===== config.mk =====
export PLATFORM = sky130hd
export DESIGN_NAME = mem_responder_flat
export DESIGN_NICKNAME = d
export VERILOG_FILES = /design/src/rtl/mem_pkg.sv /design/src/rtl/mem_responder_if.sv /design/src/rtl/mem_array.sv /design/src/rtl/mem_responder.sv /design/src/flat_wrapper.sv
export SDC_FILE = /design/constraint.sdc
export NUM_CORES = 2
export LEC_CHECK = 0
export CAP_MARGIN = 20
export CORE_UTILIZATION = 52
export CTS_CLUSTER_SIZE = 10
export DETAILED_ROUTE_END_ITERATION = 12
export HOLD_SLACK_MARGIN = 0.03
export PLACE_DENSITY = 0.67
export SYNTH_ARGS = -nofsm -noshare
export SYNTH_HDL_FRONTEND = slang
export SYNTH_SLANG_ARGS = --single-unit

===== constraint.sdc =====
create_clock -name clk -period 8.55 [get_ports clk]
set_input_delay 1.2825 -clock clk [delete_from_list [all_inputs] [get_ports clk]]
set_output_delay 1.2825 -clock clk [all_outputs]
set_load 0.02 [all_outputs]

===== src/rtl/mem_pkg.sv =====
// Shared definitions for the memory responder and its controller/datapath peers.
package mem_pkg;

   localparam int unsigned ADDR_W_DEF = 8;
   localparam int unsigned DATA_W_DEF = 16;
   localparam int unsigned CNT_W      = 4;

   typedef enum logic [1:0] {
      IDLE = 2'd0,
      WAIT = 2'd1,
      RESP = 2'd2
   } mem_state_e;

endpackage : mem_pkg


===== src/rtl/mem_responder_if.sv =====
// Request/response bus between the multicycle controller and the memory responder.
interface mem_responder_if
   import mem_pkg::*;
#(
   parameter int unsigned ADDR_W = ADDR_W_DEF,
   parameter int unsigned DATA_W = DATA_W_DEF
) ();

   logic              mem_read;
   logic              mem_write;
   logic [ADDR_W-1:0] addr;
   logic [DATA_W-1:0] wdata;
   logic [DATA_W-1:0] rdata;
   logic              ready;
   logic              busy;
   logic              err;

   modport master (
      output mem_read, mem_write, addr, wdata,
      input  rdata, ready, busy, err
   );

   modport slave (
      input  mem_read, mem_write, addr, wdata,
      output rdata, ready, busy, err
   );

endinterface : mem_responder_if


===== src/rtl/mem_array.sv =====
// Unified instruction/data storage: synchronous write, combinational read.
module mem_array #(
   parameter int unsigned ADDR_W = 8,
   parameter int unsigned DATA_W = 16,
   parameter int unsigned DEPTH  = 256
) (
   input  logic              clk,
   input  logic              we,
   input  logic [ADDR_W-1:0] addr,
   input  logic [DATA_W-1:0] wdata,
   output logic [DATA_W-1:0] rdata_c
);

   // Contents are deliberately not reset.
   logic [DATA_W-1:0] mem [DEPTH];

   always_ff @(posedge clk) begin
      if (we) begin
         mem[addr] <= wdata;
      end
   end

   assign rdata_c = mem[addr];

endmodule : mem_array


===== src/rtl/mem_responder.sv =====
// Serves controller read/write requests after WAIT_CYCLES wait states and
// returns a one-cycle ready pulse; malformed read+write requests raise err.
module mem_responder
   import mem_pkg::*;
#(
   parameter int unsigned ADDR_W      = ADDR_W_DEF,
   parameter int unsigned DATA_W      = DATA_W_DEF,
   parameter int unsigned DEPTH       = 256,
   parameter int unsigned WAIT_CYCLES = 2
) (
   input  logic           clk,
   input  logic           reset,
   mem_responder_if.slave bus
);

   mem_state_e        state_q, state_d;
   logic [CNT_W-1:0]  cnt_q, cnt_d;
   logic              op_wr_q, op_wr_d;
   logic [ADDR_W-1:0] addr_q, addr_d;
   logic [DATA_W-1:0] wdata_q, wdata_d;

   logic [DATA_W-1:0] rdata_q, rdata_d;
   logic              ready_q, ready_d;
   logic              busy_q, busy_d;
   logic              err_q, err_d;

   logic              enter_resp;
   logic              mem_we;
   logic [DATA_W-1:0] mem_rdata_c;

   // State register plus registered outputs.
   always_ff @(posedge clk or negedge reset) begin
      if (!reset) begin
         state_q <= IDLE;
         cnt_q   <= '0;
         op_wr_q <= 1'b0;
         addr_q  <= '0;
         wdata_q <= '0;
         rdata_q <= '0;
         ready_q <= 1'b0;
         busy_q  <= 1'b0;
         err_q   <= 1'b0;
      end else begin
         state_q <= state_d;
         cnt_q   <= cnt_d;
         op_wr_q <= op_wr_d;
         addr_q  <= addr_d;
         wdata_q <= wdata_d;
         rdata_q <= rdata_d;
         ready_q <= ready_d;
         busy_q  <= busy_d;
         err_q   <= err_d;
      end
   end

   // Next state, wait counter and request latch.
   always_comb begin
      state_d = state_q;
      cnt_d   = cnt_q;
      op_wr_d = op_wr_q;
      addr_d  = addr_q;
      wdata_d = wdata_q;
      unique case (state_q)
         IDLE: begin
            if (bus.mem_read ^ bus.mem_write) begin
               op_wr_d = bus.mem_write;
               addr_d  = bus.addr;
               wdata_d = bus.wdata;
               if (WAIT_CYCLES == 0) begin
                  state_d = RESP;
               end else begin
                  state_d = WAIT;
                  cnt_d   = CNT_W'(WAIT_CYCLES - 1);
               end
            end
         end
         WAIT: begin
            if (cnt_q == '0) begin
               state_d = RESP;
            end else begin
               cnt_d = cnt_q - CNT_W'(1);
            end
         end
         RESP: begin
            state_d = IDLE;
         end
         default: begin
            state_d = IDLE;
         end
      endcase
   end

   // Outputs and memory access, all keyed off the edge that enters RESP.
   always_comb begin
      enter_resp = 1'b0;
      mem_we     = 1'b0;
      rdata_d    = rdata_q;
      ready_d    = 1'b0;
      busy_d     = 1'b0;
      err_d      = 1'b0;
      enter_resp = (state_d == RESP) && (state_q != RESP);
      mem_we     = enter_resp && op_wr_d;
      if (enter_resp && !op_wr_d) begin
         rdata_d = mem_rdata_c;
      end
      ready_d = (state_d == RESP);
      busy_d  = (state_d != IDLE);
      err_d   = (state_q == IDLE) && bus.mem_read && bus.mem_write;
   end

   mem_array #(
      .ADDR_W (ADDR_W),
      .DATA_W (DATA_W),
      .DEPTH  (DEPTH)
   ) u_mem_array (
      .clk     (clk),
      .we      (mem_we),
      .addr    (addr_d),
      .wdata   (wdata_d),
      .rdata_c (mem_rdata_c)
   );

   assign bus.rdata = rdata_q;
   assign bus.ready = ready_q;
   assign bus.busy  = busy_q;
   assign bus.err   = err_q;

endmodule : mem_responder


===== src/flat_wrapper.sv =====
// flat-port wrapper written by rule: the top's interface ports become plain ports
module mem_responder_flat import mem_pkg::*;
#(
   parameter int unsigned ADDR_W      = ADDR_W_DEF,
   parameter int unsigned DATA_W      = DATA_W_DEF,
   parameter int unsigned DEPTH       = 256,
   parameter int unsigned WAIT_CYCLES = 2
)
  (clk, reset, bus_mem_read, bus_mem_write, bus_addr, bus_wdata, bus_rdata, bus_ready, bus_busy, bus_err);
  mem_responder_if #(.ADDR_W(ADDR_W), .DATA_W(DATA_W)) bus_i ();
  input  logic clk;
  input  logic reset;
  input wire logic [$bits(bus_i.mem_read)-1:0] bus_mem_read;
  input wire logic [$bits(bus_i.mem_write)-1:0] bus_mem_write;
  input wire logic [$bits(bus_i.addr)-1:0] bus_addr;
  input wire logic [$bits(bus_i.wdata)-1:0] bus_wdata;
  output wire logic [$bits(bus_i.rdata)-1:0] bus_rdata;
  output wire logic [$bits(bus_i.ready)-1:0] bus_ready;
  output wire logic [$bits(bus_i.busy)-1:0] bus_busy;
  output wire logic [$bits(bus_i.err)-1:0] bus_err;
  assign bus_i.mem_read = bus_mem_read;
  assign bus_i.mem_write = bus_mem_write;
  assign bus_i.addr = bus_addr;
  assign bus_i.wdata = bus_wdata;
  assign bus_rdata = bus_i.rdata;
  assign bus_ready = bus_i.ready;
  assign bus_busy = bus_i.busy;
  assign bus_err = bus_i.err;
  mem_responder #(.ADDR_W(ADDR_W), .DATA_W(DATA_W), .DEPTH(DEPTH), .WAIT_CYCLES(WAIT_CYCLES)) u_core (.clk(clk), .reset(reset), .bus(bus_i));
endmodule

# Yosys cells after proc, flatten, opt, wreduce, memory -nomap -nowiden
# Memories as Yosys holds them, arrays and structs flattened. A register that Yosys moved wholly into a read port is not among the register bits.
# Index checks and enable logic that the tools add are counted.
classes:
  n_addsub: 1
  n_mul: 0
  n_div: 0
  n_lt_le_gt_ge: 0
  n_eq_ne: 5
  shifts: 0
  muxes: 14
  n_bitwise: 1
  n_reduce_logical: 12
ops:
  columns: ["cell", "n"]
  rows:
  - ["2-to-1 mux 16 bit", 2]
  - ["2-to-1 mux 8 bit", 2]
  - ["2-to-1 mux 4 bit", 2]
  - ["one-hot mux 4 bit (2 select lines)", 1]
  - ["logical AND 1 bit", 5]
  - ["zero test 4 bit", 1]
  - ["2-to-1 mux 1 bit", 4]
  - ["2-to-1 mux 2 bit", 2]
  - ["inequality test 2 bit (second input constant)", 2]
  - ["one-hot mux 2 bit (2 select lines)", 1]
  - ["nonzero test 2 bit", 2]
  - ["subtractor 4 x 1 -> 4 bit (second input constant)", 1]
  - ["AND reduction 3 bit", 1]
  - ["equality test 2 x 1 -> 1 bit (second input constant)", 1]
  - ["equality test 2 bit (second input constant)", 1]
  - ["zero test 1 bit", 2]
  - ["zero test 2 bit", 1]
  - ["inequality test 2 x 1 -> 1 bit (second input constant)", 1]
  - ["bitwise XOR 1 bit", 1]
word_totals:
  register_bits: 34
  latchBits: 0
  ram_bits: 4096
  rom_bits: 0
  input_bits: 28
  out_inout_bits: 19
  word_cells: 42
  mem_count: 1
mem_list:
  columns: ["name", "words", "word_bits", "read_ports", "rd_ports_with_merged_regs", "wr", "line", "source"]
  rows:
  - ["u_core.u_mem_array.mem", 256, 16, 1, 1, 1, "mem_array.sv:15", "logic [DATA_W-1:0] mem [DEPTH];"]

# Depth between registers and ports, before layout
logic_depth:
  word_depth: 8
  ltp_mapped: 16
  mapped_depth_nobuf: 10

# By module
# A second synthesis with hierarchy kept.
hier_totals:
  cells_unflattened: 6841
  hier_area_um2: 157093.2
by_module_without_submodules:
  columns: ["module", "instances", "cells_each", "area_each_um2", "seq_area_each_um2"]
  rows:
  - ["mem_array", 1, 6711, 155078.7, 122998.0]
  - ["mem_responder", 1, 130, 2014.4, 1251.2]

# Worst setup path before layout
# OpenSTA, ideal clock, no wires.
synth_timing:
  path_kind: "input to register"
  startpoint: "input port bus_mem_write"
  endpoint: "memory u_core.u_mem_array.mem[0][6] (data pin)"
  setup_ns: 0.825
  arrival_ns: 5.753
  t_required_ns: 7.725
  setup_slack_ns: 1.972
  cell_stages: 8
  n_path_buf: 4
  cell_sequence: "xor2_2 -> buf_4 -> nand2_1 -> clkbuf_1 -> buf_1 -> clkbuf_1 -> nand2_1 -> nand2_1"
synth_via:
  elab_chain_cells: 3
synth_lines:
  columns: ["element", "line", "source"]
  rows:
  - ["from (decl)", "flat_wrapper.sv:14", "input wire logic [$bits(bus_i.mem_write)-1:0] bus_mem_write;"]
  - ["bitwise XOR 1 bit", "mem_responder.sv:65", "if (bus.mem_read ^ bus.mem_write) begin"]
  - ["2-to-1 mux 16 bit", "mem_responder.sv:65", null]
  - ["2-to-1 mux 16 bit", "mem_responder.sv:63", "unique case (state_q)"]
  - ["net u_core.u_mem_array.wdata[6]", "mem_array.sv:10", "input logic [DATA_W-1:0] wdata,"]
  - ["to (decl)", "mem_array.sv:15", null]
# The timed path passes the listed nets, and every way through them passes these cells.

# Final worst setup path
layout_timing:
  startpoint: "input port bus_mem_write"
  endpoint: "register u_core.rdata_q[7], in the netlist u_core.bus.rdata[7] (read register of u_core.u_mem_array.mem)"
layout_via:
  elab_chain_cells: 6
  elab_cells_between_ends: 11
  cone_classes: "eq/ne: 1; mux: 6; bitwise: 1; reduce/logical: 3"
layout_lines:
  columns: ["element", "line", "source"]
  rows:
  - ["bitwise XOR 1 bit", "mem_responder.sv:65", null]
  - ["2-to-1 mux 2 bit", "mem_responder.sv:65", null]
  - ["one-hot mux 2 bit (2 select lines)", "mem_responder.sv:63", null]
  - ["equality test 2 bit", "mem_responder.sv:101", "enter_resp = (state_d == RESP) && (state_q != RESP);"]
  - ["logical AND 1 bit", "mem_responder.sv:101", null]
  - ["logical AND 1 bit", "mem_responder.sv:103", "if (enter_resp && !op_wr_d) begin"]
  - ["to (decl)", "mem_responder.sv:22", "logic [DATA_W-1:0] rdata_q, rdata_d;"]
# Several ways; a longest one is shown, not always the timed one.
# A chain may end at the register's enable or synchronous reset.

==> impl_metrics.env <==
export IMPL_period_share_pct=86.5
export IMPL_io_buffers=46
export IMPL_min_period_ns=7.39
export IMPL_synth_edf_count=4096
export IMPL_hold_viol_final=0
export IMPL_synthTopCellsByArea="edfxtp_1 (77%), mux4_2 (7.5%), nand2_1 (2.2%)"
export IMPL_cp_top_family="buffers and inverters"
export IMPL_synth_cell_area_mm2=0.161
export IMPL_drive_gt1_share_pct=18.6
export IMPL_overflow=0
export IMPL_dieArea_mm2=0.311
export IMPL_dpl_cell_count=12888
export IMPL_grt_usage_pct=30.4
export IMPL_vias_per_cell=6.80
export IMPL_cp_cell_sequence="clkdlybuf4s50_1 > xor2_2 > and3_1 > nor2_4 > inv_8 > buf_12 > buf_4 > mux4_2 > a22o_1 > o21ai_0 > nand3_1 > a211oi_1 > a21oi_1"
export IMPL_finalSetupViolations=0
export IMPL_holdBufCountCts=0
export IMPL_synth_area_leader_cell="edfxtp_1"
export IMPL_cap_violations=0
export IMPL_core_area_mm2=0.306
export IMPL_cp_data_arrival_time_ns=8.19
export IMPL_initial_core_util_pct=52.4
export IMPL_fin_skew_ns=0.0734
export IMPL_tightest_slew_ns=1.64
export IMPL_cts_root_buf="clkbuf_16"
export IMPL_powerDensity_mw_per_mm2=363
export IMPL_fmax_mhz=135
export IMPL_syn_to_final_growth_pct=12.9
export IMPL_place_gp_congestion=0.953
export IMPL_clk_pin_slew_ns=0.06
export IMPL_firstDrtPassIters=6
export IMPL_synth_fp_nets=8835
export IMPL_crit_buf_inv=4
export IMPL_synth_top_flop_cell="edfxtp_1"
export IMPL_worstHoldPathType="in2async"
export IMPL_ys_ff_latch=4146
export IMPL_cts_made_buffers=455
export IMPL_irDropWorstVdd_v=0.000369
export IMPL_cp_start_kind="input port"
export IMPL_antenna_found_initial=29
export IMPL_cts_tree="done"
export IMPL_cts_path_max_buffers=4
export IMPL_final_nets=9285
export IMPL_cp_data_required_time_ns=9.35
export IMPL_fill_cells=22018
export IMPL_worstSetupPathType="in2reg"
export IMPL_grt_start_max_net_pins=193
export IMPL_post_cts_setup_buffers=0
export IMPL_synth_top_area_share_pct=76.6
export IMPL_num_vias=92087
export IMPL_drt_total_wl_um=477000
export IMPL_crit_slowest_cell="a211oi_1"
export IMPL_syn_avg_cell_area_um2=18.2
export IMPL_status="finished, violations left"
export IMPL_slew_headroom_pct=-9.41
export IMPL_crit_path_end_kind="flip-flop"
export IMPL_dp_hpwl_um=279000
export IMPL_cts_max_level=5
export IMPL_grt_pass1_vias=88723
export IMPL_die_h_um=558
export IMPL_whs_ns=0.504
export IMPL_synth_async_reset_ratio_pct=1.21
export IMPL_drc=0
export IMPL_ys_seq_area_share_pct=77.4
export IMPL_r2r_slack_ns=1.69
export IMPL_final_max_slew_viol_count=80
export IMPL_regArea_mm2=0.124
export IMPL_final_cells=13536
export IMPL_final_setup_tns_ns=0
export IMPL_yosysUniqueCellTypes=85
export IMPL_cp_max_fo=82
export IMPL_p_leak_nw=58.0
export IMPL_pin_count=47
export IMPL_worstSkewPairLatency_ns=1.01
export IMPL_max_stage_delay_ns=0.99
export IMPL_drt_initial_drc_count=15066
export IMPL_violations="slew limit"
export IMPL_grt_pass1_wl_um=666000
export IMPL_die_w_um=558
export IMPL_netlist_instances=8805
export IMPL_multiInputGateArea_mm2=0.0340
export IMPL_rsz0062_at_grt="no"
export IMPL_drt_antenna_violating_nets=0
export IMPL_wl_per_cell_um=35.2
export IMPL_rr_endpoint="u_core.bus.rdata[7]"
export IMPL_rr_worst_depth=12
export IMPL_ys_warn_count=0
export IMPL_cts_resized=0
export IMPL_cts_sinks=4146
export IMPL_reg2reg_from="u_core.state_q[0]"
export IMPL_rows=203
-- through the flow --
stage | setup WS (ns) | utilization [%] | total power, mW | area (um^2)
floorplan | 1.97 | - | 40.2 | 161000
global placement | 0.220 | 54.9 | 47.8 | 168000
detailed placement | 0.231 | 55.0 | 48.3 | 168000
CTS | 1.24 | 59.1 | 65.4 | 181000
global route | 1.25 | 59.1 | 67.3 | 181000
finish | 1.16 | 59.2 | 65.8 | 181000
-- routing by layer --
layer	share of wire (%)	GRT usage [%]	wire length (um)	vias to the layer above
li1	-	-	-	36611
met3	13	8.32	63600	1216
met5	0.027	0	129	-
met4	5.8	14.9	27700	14
met2	44	45.2	212000	6785
met1	36	41.7	173000	47461
-- power by group --
| part | switching, mW | internal, mW |
|---|---|---|
| registers | 0.192 | 26.0 |
| logic | 16.1 | 6.29 |
| clock network | 7.55 | 9.73 |
| total | 23.8 | 42.0 |
-- cell families (layout without fill, tap and decap cells) --
kind of cell	count (synthesis)	after routing	synth area share, %
fa+ha+maj	2	2	0.0156
buf+inv	600	1216	1.85
xor+xnor	4	4	0.0265
mux	873	873	9.62
compound gates	1370	1370	6.05
simple gates	1810	1810	5.03
flops	4146	4146	77.4
other cells	0	15	0
-- final cells by class --
cell class                      count  area share, %
Clock inverter                     28          0.330
Antenna cell                       15         0.0207
Timing Repair Buffer              580           2.81
Tap cell                         4100           2.83
Sequential cell                  4146           68.6
Inverter                           13         0.0380
Clock buffer                      595           6.63
Multi-Input combinational cell   4059           18.8
-- worst register-to-register path, cell delays in order (launching register included) --
cell and delay (ns):
dfrtp_1 0.55, nor2_2 0.80, and3_1 0.53, nor2_4 0.22, inv_8 0.77, buf_12 0.42
buf_4 0.44, mux4_2 0.39, a22o_1 0.26, o21ai_0 0.51, nand3_1 0.59, a211oi_1 1.00
a21oi_1 0.20
-- synth_stat cells (5+ instances only) --
cell and count:
o41ai_1 10, o21ai_1 8, a221oi_1 33, nor3_1 56, o22a_1 6, a2111oi_0 22, or4_1 6, buf_1 45
nor2_1 287, buf_6 24, o32ai_1 5, a32o_1 6, and3_1 256, o221ai_1 20, o21ai_0 54, a211oi_1 281
o22ai_1 132, a41oi_1 9, inv_1 8, mux2_2 26, mux2i_1 313, nor4_1 47, buf_4 87, mux4_2 533
a21oi_1 158, o2111ai_1 13, nand2b_1 8, nor4b_1 6, nand4_1 29, a222oi_1 19, a31oi_1 234, clkbuf_1 264
a22o_1 71, o211ai_1 19, dfrtp_1 50, a211o_1 8, edfxtp_1 4096, a311oi_1 31, nand2_1 933, nand3_1 156
buf_2 167, a32oi_1 15, a22oi_1 168, nand4b_1 7
-- placed cells by master, fill, tap and decap left out, types with 19 or more instances in the layout --
master / instances
mux2i_1: 313
a21oi_1: 156
nor4_1: 47
dfrtp_1: 50
nor3_2: 45
nor2_2: 63
o221ai_1: 20
a22o_1: 71
nand3_1: 150
nand4_1: 29
clkbuf_16: 459
and3_1: 256
o21ai_0: 52
edfxtp_1: 4096
buf_12: 39
a311oi_1: 31
nand2_1: 916
a22oi_1: 168
clkdlybuf4s50_1: 45
a222oi_1: 19
mux2_2: 26
a31oi_1: 233
mux4_2: 533
clkbuf_1: 134
o22ai_1: 130
nor2_1: 221
a211oi_1: 280
o211ai_1: 19
buf_4: 473
a221oi_1: 33
-- registers in the layout (all words and copies together) (netlist names) --
| name | cells |
|---|---|
| u_core.bus.rdata | 16 |
| u_core.op_wr_q | 1 |
| u_core.cnt_q | 4 |
| u_core.bus.busy | 1 |
| u_core.wdata_q | 16 |
| u_core.addr_q | 8 |
| u_core.state_q | 2 |
| u_core.bus.err | 1 |
| u_core.bus.ready | 1 |
| u_core.u_mem_array.mem | 4096 |
-- how the worst max path moves through the flow --
stage,startpoint,end,slack [ns],depth (start not counted)
finish,bus_mem_write,u_core.bus.rdata[7],1.16,13
global route,bus_mem_write,u_core.bus.rdata[3],1.25,13
CTS,bus_mem_write,u_core.bus.rdata[3],1.24,12
detailed placement,bus_mem_write,u_core.bus.rdata[3],0.23,12
global placement,bus_mem_write,u_core.bus.rdata[3],0.22,12
floorplan,bus_mem_write,u_core.u_mem_array.mem[0][6],1.97,8
(Power assumes the default switching activity.)
